<file path="src/rtl/mc_pkg.sv">
// mc_pkg: shared encodings for the multicycle control sequencer.
//   - FSM state encodings (also exported on the State debug port)
//   - opcode / funct constants for the supported MIPS subset
//   - datapath mux select encodings (RegDst, MemtoReg, ALUSrcB, PCSource)
//   - op_class_t: one-hot instruction class produced by mc_op_class
package mc_pkg;

    typedef enum logic [2:0] {
        S_FETCH   = 3'd0,
        S_DECODE  = 3'd1,
        S_EXEC    = 3'd2,
        S_MEM     = 3'd3,
        S_WB      = 3'd4,
        S_MULWAIT = 3'd5
    } state_e;

    localparam logic [5:0] OP_RTYPE    = 6'b000000;
    localparam logic [5:0] OP_J        = 6'b000010;
    localparam logic [5:0] OP_JAL      = 6'b000011;
    localparam logic [5:0] OP_BEQ      = 6'b000100;
    localparam logic [5:0] OP_BNE      = 6'b000101;
    localparam logic [5:0] OP_MUL      = 6'b011100;
    localparam logic [5:0] OP_SPECIAL3 = 6'b011111;
    localparam logic [5:0] OP_LB       = 6'b100000;
    localparam logic [5:0] OP_LH       = 6'b100001;
    localparam logic [5:0] OP_LW       = 6'b100011;
    localparam logic [5:0] OP_SB       = 6'b101000;
    localparam logic [5:0] OP_SH       = 6'b101001;
    localparam logic [5:0] OP_SW       = 6'b101011;

    localparam logic [5:0] FUNCT_JR    = 6'b001000;

    localparam logic [1:0] RD_RT      = 2'b00;
    localparam logic [1:0] RD_RD      = 2'b01;
    localparam logic [1:0] RD_RA      = 2'b10;

    localparam logic [1:0] M2R_ALU    = 2'b00;
    localparam logic [1:0] M2R_MDR    = 2'b01;
    localparam logic [1:0] M2R_PC     = 2'b10;

    localparam logic [1:0] ASB_RT     = 2'b00;
    localparam logic [1:0] ASB_FOUR   = 2'b01;
    localparam logic [1:0] ASB_IMM    = 2'b10;
    localparam logic [1:0] ASB_IMM_SH = 2'b11;

    localparam logic [1:0] PCS_ALU    = 2'b00;
    localparam logic [1:0] PCS_ALUOUT = 2'b01;
    localparam logic [1:0] PCS_JUMP   = 2'b10;
    localparam logic [1:0] PCS_RS     = 2'b11;

    typedef struct packed {
        logic rtype;
        logic jr;
        logic imm;
        logic load;
        logic store;
        logic branch;
        logic jump;
        logic jal;
        logic mul;
        logic illegal;
    } op_class_t;

endpackage

</file>
<file path="src/rtl/mc_ctrl_fsm_op_class.sv">
// mc_op_class: combinational instruction classifier.
//   opcode   in  6   IR[31:26]
//   funct    in  6   IR[5:0], only consulted for opcode 000000 (jr detect)
//   op_class out     one-hot class; exactly one bit is set for any input
module mc_op_class
    import mc_pkg::*;
(
    input  logic [5:0] opcode,
    input  logic [5:0] funct,
    output op_class_t  op_class
);

    always_comb begin
        op_class = '0;
        casez (opcode)
            OP_RTYPE: begin
                if (funct == FUNCT_JR) op_class.jr = 1'b1;
                else                   op_class.rtype = 1'b1;
            end
            6'b000001, 6'b0001??:     op_class.branch  = 1'b1;
            OP_J:                     op_class.jump    = 1'b1;
            OP_JAL:                   op_class.jal     = 1'b1;
            6'b001???:                op_class.imm     = 1'b1;
            OP_SPECIAL3:              op_class.rtype   = 1'b1;
            OP_MUL:                   op_class.mul     = 1'b1;
            OP_LB, OP_LH, OP_LW:      op_class.load    = 1'b1;
            OP_SB, OP_SH, OP_SW:      op_class.store   = 1'b1;
            default:                  op_class.illegal = 1'b1;
        endcase
    end

endmodule

</file>
<file path="src/rtl/mc_ctrl_fsm.sv">
// mc_ctrl_fsm: multicycle control sequencer for the MIPS-subset datapath.
// Steps each instruction through FETCH/DECODE/EXEC/MEM/WB, sharing one memory
// port (MemReq held until MemAck) and stalling in MULWAIT for the multiplier.
//
// Ports:
//   Clk, Rst_n                 clock (rising edge), async active-low reset
//   Opcode, Funct, MemAck      instruction fields, memory completion
//   PCWrite, PCWriteCond       PC load (unconditional / branch-gated)
//   IRWrite, IorD              IR latch, memory address select
//   MemReq, MemWrite           memory request / store qualifier
//   RegWrite, RegDst, MemtoReg register file write controls
//   ALUSrcA, ALUSrcB, ALUOp    ALU operand selects and operation
//   PCSource                   next-PC select
//   IllegalOp                  one-cycle pulse on unsupported opcode
//   State                      current state, debug
//
// state   | meaning
// --------+-----------------------------------------------------------
// FETCH   | read instruction at PC, PC <= PC+4 on ack
// DECODE  | classify opcode, precompute branch target into ALUOut
// EXEC    | ALU op / branch / jump / mul start, by instruction class
// MEM     | data access at ALUOut, held until ack
// WB      | register file write
// MULWAIT | hold multiply operands until the result is valid
module mc_ctrl_fsm
    import mc_pkg::*;
#(
    parameter int unsigned MUL_LAT   = 4,
    parameter logic [5:0]  ADD_ALUOP = 6'b001000
) (
    input  logic       Clk,
    input  logic       Rst_n,
    input  logic [5:0] Opcode,
    input  logic [5:0] Funct,
    input  logic       MemAck,
    output logic       PCWrite,
    output logic       PCWriteCond,
    output logic       IRWrite,
    output logic       IorD,
    output logic       MemReq,
    output logic       MemWrite,
    output logic       RegWrite,
    output logic [1:0] RegDst,
    output logic [1:0] MemtoReg,
    output logic       ALUSrcA,
    output logic [1:0] ALUSrcB,
    output logic [1:0] PCSource,
    output logic [5:0] ALUOp,
    output logic       IllegalOp,
    output logic [2:0] State
);

    state_e    state_q, state_d;
    logic [3:0] mul_cnt_q, mul_cnt_d;
    op_class_t cls;

    mc_op_class u_op_class (
        .opcode   (Opcode),
        .funct    (Funct),
        .op_class (cls)
    );

    always_ff @(posedge Clk or negedge Rst_n) begin
        if (!Rst_n) begin
            state_q   <= S_FETCH;
            mul_cnt_q <= 4'd0;
        end else begin
            state_q   <= state_d;
            mul_cnt_q <= mul_cnt_d;
        end
    end

    always_comb begin
        state_d     = state_q;
        mul_cnt_d   = mul_cnt_q;
        PCWrite     = 1'b0;
        PCWriteCond = 1'b0;
        IRWrite     = 1'b0;
        IorD        = 1'b0;
        MemReq      = 1'b0;
        MemWrite    = 1'b0;
        RegWrite    = 1'b0;
        RegDst      = RD_RT;
        MemtoReg    = M2R_ALU;
        ALUSrcA     = 1'b0;
        ALUSrcB     = ASB_RT;
        PCSource    = PCS_ALU;
        ALUOp       = 6'd0;
        IllegalOp   = 1'b0;

        case (state_q)
            S_FETCH: begin
                MemReq  = 1'b1;
                ALUSrcB = ASB_FOUR;
                ALUOp   = ADD_ALUOP;
                if (MemAck) begin
                    IRWrite = 1'b1;
                    PCWrite = 1'b1;
                    state_d = S_DECODE;
                end
            end
            S_DECODE: begin
                ALUSrcB = ASB_IMM_SH;
                ALUOp   = ADD_ALUOP;
                if (cls.illegal) begin
                    IllegalOp = 1'b1;
                    state_d   = S_FETCH;
                end else begin
                    state_d   = S_EXEC;
                end
            end
            S_EXEC: begin
                state_d = S_FETCH;
                if (cls.rtype) begin
                    ALUSrcA = 1'b1;
                    ALUOp   = Opcode;
                    state_d = S_WB;
                end else if (cls.jr) begin
                    PCWrite  = 1'b1;
                    PCSource = PCS_RS;
                end else if (cls.imm) begin
                    ALUSrcA = 1'b1;
                    ALUSrcB = ASB_IMM;
                    ALUOp   = Opcode;
                    state_d = S_WB;
                end else if (cls.load || cls.store) begin
                    ALUSrcA = 1'b1;
                    ALUSrcB = ASB_IMM;
                    ALUOp   = ADD_ALUOP;
                    state_d = S_MEM;
                end else if (cls.branch) begin
                    ALUSrcA     = 1'b1;
                    ALUOp       = Opcode;
                    PCWriteCond = 1'b1;
                    PCSource    = PCS_ALUOUT;
                end else if (cls.jump || cls.jal) begin
                    PCWrite  = 1'b1;
                    PCSource = PCS_JUMP;
                    if (cls.jal) begin
                        RegWrite = 1'b1;
                        RegDst   = RD_RA;
                        MemtoReg = M2R_PC;
                    end
                end else if (cls.mul) begin
                    ALUSrcA   = 1'b1;
                    ALUOp     = Opcode;
                    mul_cnt_d = 4'(MUL_LAT - 1);
                    state_d   = (MUL_LAT == 1) ? S_WB : S_MULWAIT;
                end
            end
            S_MULWAIT: begin
                ALUSrcA = 1'b1;
                ALUOp   = Opcode;
                // Counter holds the cycles still owed; the value 1 marks the last one.
                if (mul_cnt_q <= 4'd1) begin
                    mul_cnt_d = 4'd0;
                    state_d   = S_WB;
                end else begin
                    mul_cnt_d = mul_cnt_q - 4'd1;
                end
            end
            S_MEM: begin
                MemReq   = 1'b1;
                IorD     = 1'b1;
                MemWrite = cls.store;
                if (MemAck) state_d = cls.store ? S_FETCH : S_WB;
            end
            S_WB: begin
                RegWrite = 1'b1;
                RegDst   = (cls.rtype || cls.mul) ? RD_RD : RD_RT;
                MemtoReg = cls.load ? M2R_MDR : M2R_ALU;
                state_d  = S_FETCH;
            end
            default: state_d = S_FETCH;
        endcase

        // The state register already sits in FETCH while reset is held; masking
        // here keeps FETCH's request off the bus until reset actually releases.
        if (!Rst_n) begin
            PCWrite     = 1'b0;
            PCWriteCond = 1'b0;
            IRWrite     = 1'b0;
            IorD        = 1'b0;
            MemReq      = 1'b0;
            MemWrite    = 1'b0;
            RegWrite    = 1'b0;
            RegDst      = RD_RT;
            MemtoReg    = M2R_ALU;
            ALUSrcA     = 1'b0;
            ALUSrcB     = ASB_RT;
            PCSource    = PCS_ALU;
            ALUOp       = 6'd0;
            IllegalOp   = 1'b0;
        end
    end

    assign State = state_q;

endmodule

</file>
<file path="config.mk">
export PLATFORM = sky130hd
export DESIGN_NAME = mc_ctrl_fsm
export DESIGN_NICKNAME = d
export VERILOG_FILES = /design/src/rtl/mc_pkg.sv /design/src/rtl/mc_ctrl_fsm_op_class.sv /design/src/rtl/mc_ctrl_fsm.sv
export SDC_FILE = /design/constraint.sdc
export NUM_CORES = 1
export LEC_CHECK = 0
export ABC_AREA = 1
export ABC_CLOCK_PERIOD_IN_PS = 1700
export CAP_MARGIN = 10
export CORE_MARGIN = 4
export CORE_UTILIZATION = 30
export DETAILED_ROUTE_END_ITERATION = 8
export HOLD_SLACK_MARGIN = 0.06
export MAX_ROUTING_LAYER = met4
export PLACE_DENSITY = 0.57
export SETUP_SLACK_MARGIN = 0.02
export SLEW_MARGIN = 20
export SYNTH_ARGS = -nofsm -noshare
export SYNTH_HDL_FRONTEND = slang
export SYNTH_SLANG_ARGS = --single-unit
</file>
<file path="constraint.sdc">
create_clock -name Clk -period 1.7 [get_ports Clk]
set_input_delay 0.51 -clock Clk [delete_from_list [all_inputs] [get_ports Clk]]
set_output_delay 0.51 -clock Clk [all_outputs]
set_load 0.005 [all_outputs]
</file>
==> results.md, run 1 <==
- Outcome: finished with violations
- Failing checks: setup timing
- Clk_skew: 0.002197 ns
- Switching pwr: 0.001119 W
- Slew Limit Fails: 0
- Switching share of total power: 45.72%
- Comb pwr share: 76.9%
- Max cap viols: 0
- Final min period: 2.315 ns
- Relative slew margins: 62.08%
- Register area share after synthesis: 15.82%
- Unrepaired setup endpoints after global routing: yes
- Pre-CTS setup slack: -1.255 ns
- Crit start category: input pin
- DRT Wirelength: 6433 um
- Global-route usage over all layers: 25.23%
- Worst vdd ir: 801.6 uV
- Skew-Pair Late Insertion Delay: 0.23 ns
- Power Dens Cells: 957.2 mW/mm2
- Mapped Nets: 196
- Largest net degree at the start of global routing: 7
- First-pass GRT wire length: 8721 um
- Die Y: 68.76 um
- Root Driver: clkbuf_8
- Util after Layout: 74.30%
- Grt total ovfl: 0
- Share of layout cells above drive strength 1: 69.97%
- Ports: 41
- NumNets Final: 331
- WP buf/inv: 4
- Most common cell type on the critical path: nand2_4
- Critical path cell sequence: buf_12 > nor2_4 > buf_6 > nand2_4 > nor2_4 > nand2_4 > buf_6 > nand3_4 > nand2_4 > nand2_2 > nand2_1 > nor2_1 > buf_2
- CTS tree: built
- Critical Path AT: 1.80 ns
- CP Capture Type: primary output
- Clock transition at path regs: 0.05 ns
- Inserted Clock Buffers: 3
- Clock share of power: 10.3%
- Ant diodes: 0
- Post-route antenna net violation count: 0
- Cell accounting for the most synthesized area: dfrtp_1
- WHS: 0.3030 ns
- DIE WIDTH: 68.76 um
- DP HPWL: 3329 um
- Synthesis-stage register bit count: 7
- Vias/cell: 5.226
- Gpl congestion: 0.8539
- Period utilization: 136.1%
- Starting Density: 32.17%
- Unique cell type count in the Yosys netlist: 31
- Synthesized cell area: 0.001107 mm2
- Drt drc: 0
- Worst slew pin tran: 0.5628 ns
- Core area: 0.003442 mm2
- Initial antenna violation count: 0
- Row Count: 21
- Area grow syn2layout: 131.0%
- P_leak: 1.390 nW
- Initial drt markers: 154
- Worst-path fanout max: 3
- Worst setup margin: -0.6145 ns
- Final setup viols: 24
- Critical Path RT: 1.19 ns
- Sequential Power Share: 12.8%
- Max stage delay on crit path: 0.15 ns
- Ys Warns: 0
- Cts hold-fix bufs: 0
- Vias in the first global route: 1874
- Ranking of synthesized cells by area: dfrtp_1 16%, nand2_1 12%, nor2_1 9.5%
- Int Power: 0.001329 W
- Avg Cell Area, Syn: 6.186 um2
- Post-synth top area share: 15.82%
- TritonRoute pass-1 iters: 4
- # clock sinks: 7
- CP Class: input pin to primary output
- Crit-path leading delay family: simple AND/OR/NAND/NOR gates
- Drt wl/cell: 17.92 um
- Synthesized instance count: 179
- Slowest CP cell: buf_2
- Final number of hold-violating endpoints: 0
- Htree depth: 1
- Port bufs: 40
- Max Clock Freq: 0.4321 GHz
- Deepest clock path buffer count: 2
- Via count of the routed design: 1876
- Die area: 0.004727 mm2
- Worst hold path class: input pin to async pin
[cells by family after synthesis]
logic type	after synthesis	synth area share, %
AO/OA/AOI/OAI	21	13.33
AND/OR/NAND/NOR	115	55.93
buffers and inverters	33	11.86
flip-flops	7	15.82
adder cells (fa/ha/maj)	2	2.260
XOR/XNOR	1	0.7911
[per-layer routing]
| layer | wire [um] | track usage [%] | share of wire (%) | up-vias |
|---|---|---|---|---|
| met2 | 3323 | 46.72 | 52 | 111 |
| met5 | 0 | - | 0 | - |
| li1 | - | - | - | 847 |
| met1 | 2447 | 28.47 | 38 | 892 |
| met3 | 400 | 1.783 | 6.2 | 26 |
| met4 | 261 | 8.516 | 4.1 | 0 |
[timing repair]
action | 4_1_cts | 5_1_grt
pin swaps | 37 | 30
cloned | 0 | 0
resized for setup | 228 | 36
setup buffers | 38 | 14
setup endpoints to repair | 30 | 25
[per-stage QoR]
stage | power, W | cell area, um2 | std cells | TNS (ns)
CTS | 0.002142 | 2344 | 347 | -7.658
global route | 0.002568 | 2557 | 359 | -10.59
floorplan | 0.0009584 | 1127 | 179 | -0.3536
finish | 0.002448 | 2557 | 359 | -9.475
global placement | 0.001560 | 1901 | 307 | -27.07
detailed placement | 0.001583 | 1901 | 307 | -27.31
[cell usage in the layout, fill, tap and decap left out, types with 3 or more instances in the layout]
cell,n
a21oi_1,6
a21oi_2,3
buf_2,31
buf_4,59
buf_6,33
buf_8,3
clkbuf_8,3
dfrtp_1,4
dfrtp_2,3
dlygate4sd2_1,3
inv_1,18
inv_2,7
inv_4,5
nand2_1,25
nand2_2,9
nand2_4,11
nand3_1,10
nand3_2,9
nand3_4,5
nand4_1,4
nor2_1,14
nor2_2,8
nor2_4,15
o21ai_2,5
[worst min-delay path, delay by kind of cell]
family                 cells  cell delay, ns
buffers and inverters      3            0.35
[layout make-up]
cell class              count  area (um2)
multi-input cells         139        1056
fillers                   240       884.6
repair buffers            131        1081
flip-flops and latches      7       178.9
well taps                  46       57.56
clock buffers               4       45.04
inverters                  32       138.9
[sequential cells by signal, summed over array words and instances (netlist names)]
name,count
mul_cnt_q,4
State,3
[synthesized netlist by cell type]
master and count:
o21ai_2 4, inv_4 1, nand2_2 5, nor2_2 2, inv_2 8, a21oi_2 1
dfrtp_1 7, clkinv_2 1, nand3_1 18, buf_4 1, o21ai_0 2, nand3b_1 1
a21oi_1 8, o21bai_1 1, inv_1 21, nor2_1 28, nand2_1 36, clkinv_1 1
o21ai_1 2, nand2_4 4, nand3_4 1, o22ai_2 1, nor4_1 1, nor3_1 3
nor2_4 7, xor2_1 1, nand4_1 4, nand3_2 5, ha_1 2, o21ai_4 1
o211ai_1 1
[power by group through the flow]
stage,combinational [W],clock [W],sequential [W]
floorplan,0.000639,0,0.000319
global placement,0.00124,0,0.000319
detailed placement,0.00126,0,0.000323
CTS,0.00159,0.000243,0.000306
global route,0.00199,0.000257,0.000318
finish,0.00188,0.000253,0.000313
[path summary, 6_finish.rpt]
| check | startpoint | endpoint | slack [ns] | cells past startpoint |
|---|---|---|---|---|
| max in group asynchronous | Rst_n | State[0] | 1.25 | 3 |
| max reg2reg | State[2] | State[2] | 0.01 | 11 |
| min reg2reg | mul_cnt_q[3] | mul_cnt_q[3] | 0.58 | 2 |
| min in group Clk | mul_cnt_q[3] | mul_cnt_q[3] | 0.58 | 2 |
| max | Opcode[2] | ALUOp[1] | -0.61 | 13 |
| min | Rst_n | mul_cnt_q[0] | 0.30 | 3 |
Note: power is estimated with default switching activity, not from simulation.
==> run 2: changes to the inputs <==
- GPL_TIMING_DRIVEN: unset -> 0
==> run 2 against run 1 <==
Effect of this change: the run still ends with setup timing left; via count fell by 19%; worst hold slack got worse by 0.20 ns; global-route usage down 5.6 points; setup slack improved by 0.11 ns; combinational power is 23% lower; count of clock-buffer cells in the layout is the same; critical endpoint unchanged; largest cell class is now multi-input gates.
==> results.md, run 2 (synthesis gave the netlist of run 1 again) <==
- CTS tree: built
- Clock share of power: 11.7% (+1.4 points)
- Design Area, Final: 0.002101 mm2 (-18%)
- Die area: 0.004727 mm2 (unchanged)
- Grt total ovfl: 0 (unchanged)
- Root Driver: clkbuf_8
- Largest register FFs: 4 (unchanged)
- Relative slew margins: 58.89% (-3.2 points)
- Clk_skew: 0.003392 ns (+0.001194 ns)
- Htree depth: 1 (unchanged)
- Final setup viols: 23 (-4.2%)
- DP HPWL: 2815 um (-15%)
- Final min period: 2.203 ns (-0.1117 ns)
- Area grow syn2layout: 89.72%
- Worst setup margin: -0.5028 ns (+0.1117 ns)
- Fin cells: 310 (-14%)
- Period utilization: 129.6% (-6.6 points)
- Comb pwr share: 72.4% (-4.5 points)
- Worst hold path class: input pin to async pin
- CP Capture Type: primary output
- Clock transition at path regs: 0.04 ns (about the same)
- Failing checks: setup timing
- Gpl congestion: 0.8969 (+5.0%)
- Critical Path RT: 1.19 ns (about the same)
- Power Dens Cells: 956.2 mW/mm2 (-0.10%)
- First-pass GRT wire length: 6969 um (-20%)
- CP Class: input pin to primary output
- Deepest clock path buffer count: 2 (unchanged)
- Placed cells: 265 (-14%)
- Final number of hold-violating endpoints: 0 (unchanged)
- Worst vdd ir: 719.4 uV (-10%)
- Slew Limit Fails: 0 (unchanged)
- # clock sinks: 7 (unchanged)
- Filler Cell Count: 330 (+38%)
- Cts hold-fix bufs: 0 (unchanged)
- P_leak: 1.114 nW (-20%)
- Worst slew pin tran: 0.6102 ns (+0.04738 ns)
- Post-route antenna net violation count: 0 (unchanged)
- Setup TNS: -7.585 ns (+1.890 ns)
- Vias/cell: 4.906 (-6.1%)
- Largest net degree at the start of global routing: 14 (+7)
- Initial drt markers: 83 (-46%)
- Global-route usage over all layers: 19.67% (-5.6 points)
- Sequential Power Share: 15.8% (+3.0 points)
- Inserted Clock Buffers: 3 (unchanged)
- Initial antenna violation count: 0 (unchanged)
- Row Count: 21 (unchanged)
- Unrepaired setup endpoints after global routing: yes
- Switching pwr: 0.0009322 W (-17%)
- Largest register by flop count: mul_cnt_q
- Dpl cell area: 0.001585 mm2 (-17%)
- Ports: 41 (unchanged)
- Drt wl/cell: 14.35 um (-20%)
- Worst-path fanout max: 4 (+1)
- Commonest non-fill, non-tap cell in the layout: buf_4
- Max Clock Freq: 0.4540 GHz (+5.1%)
- Critical Path AT: 1.69 ns (-0.11 ns)
- TritonRoute pass-1 iters: 4 (unchanged)
- Outcome: finished with violations
- Int Power: 0.001077 W (-19%)
- DIE WIDTH: 68.76 um (unchanged)
- NumNets Final: 282 (-15%)
- Ant diodes: 0 (unchanged)
- DRT Wirelength: 4448 um (-31%)
- Commonest non-fill, non-tap cells in the layout: 31 x buf_4, 28 x buf_2, 24 x nand2_1
- Max cap viols: 0 (unchanged)
- WHS: 0.09801 ns (-0.2050 ns)
- Die Y: 68.76 um (unchanged)
- Switching share of total power: 46.41% (+0.68 points)
- Crit start category: input pin
- Util after Layout: 61.03% (-13 points)
- Share of layout cells above drive strength 1: 64.02% (-6.0 points)
- Starting Density: 32.17% (unchanged)
- Port bufs: 40 (unchanged)
- Drt drc: 0 (unchanged)
- Via count of the routed design: 1521 (-19%)
- Vias in the first global route: 1546 (-18%)
- Skew-Pair Late Insertion Delay: 0.23 ns (about the same)
- Core area: 0.003442 mm2 (unchanged)
[run 2: power by group through the flow]
stage	combinational (W)	sequential (W)	clock [W]
finish	0.00145	0.000318	0.000236
global route	0.00161	0.000328	0.000253
CTS	0.00125	0.000317	0.000241
detailed placement	0.000987	0.000335	0
global placement	0.000973	0.000333	0
floorplan	0.000639	0.000319	0
[run 2: worst paths after layout]
kind	startpoint	end	slack (ns)	depth (start not counted)
worst max-delay path	Opcode[5]	ALUOp[1]	-0.50	13
worst min-delay path	Rst_n	mul_cnt_q[0]	0.1	1
worst max register to register	State[2]	State[0]	0.05	10
worst min register to register	mul_cnt_q[3]	mul_cnt_q[3]	0.57	2
max in group asynchronous	Rst_n	State[2]	1.44	1
min in group Clk	mul_cnt_q[3]	mul_cnt_q[3]	0.57	2
[run 2: layer usage]
metal / vias to the layer above / wire, um / track usage [%]
li1: 744 / - / -
met1: 734 / 1824 / 23.59
met2: 41 / 2433 / 36.47
met3: 2 / 179 / 1.621
met4: 0 / 10 / 2.676
met5: - / 0 / -
[run 2: what timing repair did]
action                     4_1_cts  5_1_grt
setup endpoints to repair       32       26
pin swaps                       35       23
buffers inserted                33        8
gates cloned                     0        0
gates resized for setup        200       37
hold endpoints to repair         0        0
[run 2: per-stage QoR]
stage	total power [W]	worst slack [ns]
global route	0.002188	-0.5921
global placement	0.001306	-1.366
finish	0.002009	-0.5028
detailed placement	0.001323	-1.405
floorplan	0.0009584	-0.05038
CTS	0.001806	-0.5002
[run 2: layout make-up]
| type | count | area (um2) | share of cell area, % |
|---|---|---|---|
| flip-flops and latches | 7 | 178.9 | 8.517 |
| repair buffers | 81 | 619.3 | 29.48 |
| clock buffers | 4 | 45.04 | 2.144 |
| multi-input cells | 139 | 1052 | 50.09 |
| plain buffers | 1 | 7.507 | 0.3574 |
| inverters | 32 | 140.1 | 6.671 |
| well taps | 46 | 57.56 | 2.740 |
[run 2: worst max-delay path: stages]
cell	delay, ns
buf_8	0.11
nor2_4	0.15
buf_6	0.13
nand2_4	0.05
nor2_4	0.11
nand2_4	0.07
buf_6	0.12
nand3_4	0.07
nand2_4	0.06
nand2_4	0.07
nand2_2	0.05
nor2_2	0.07
buf_2	0.12
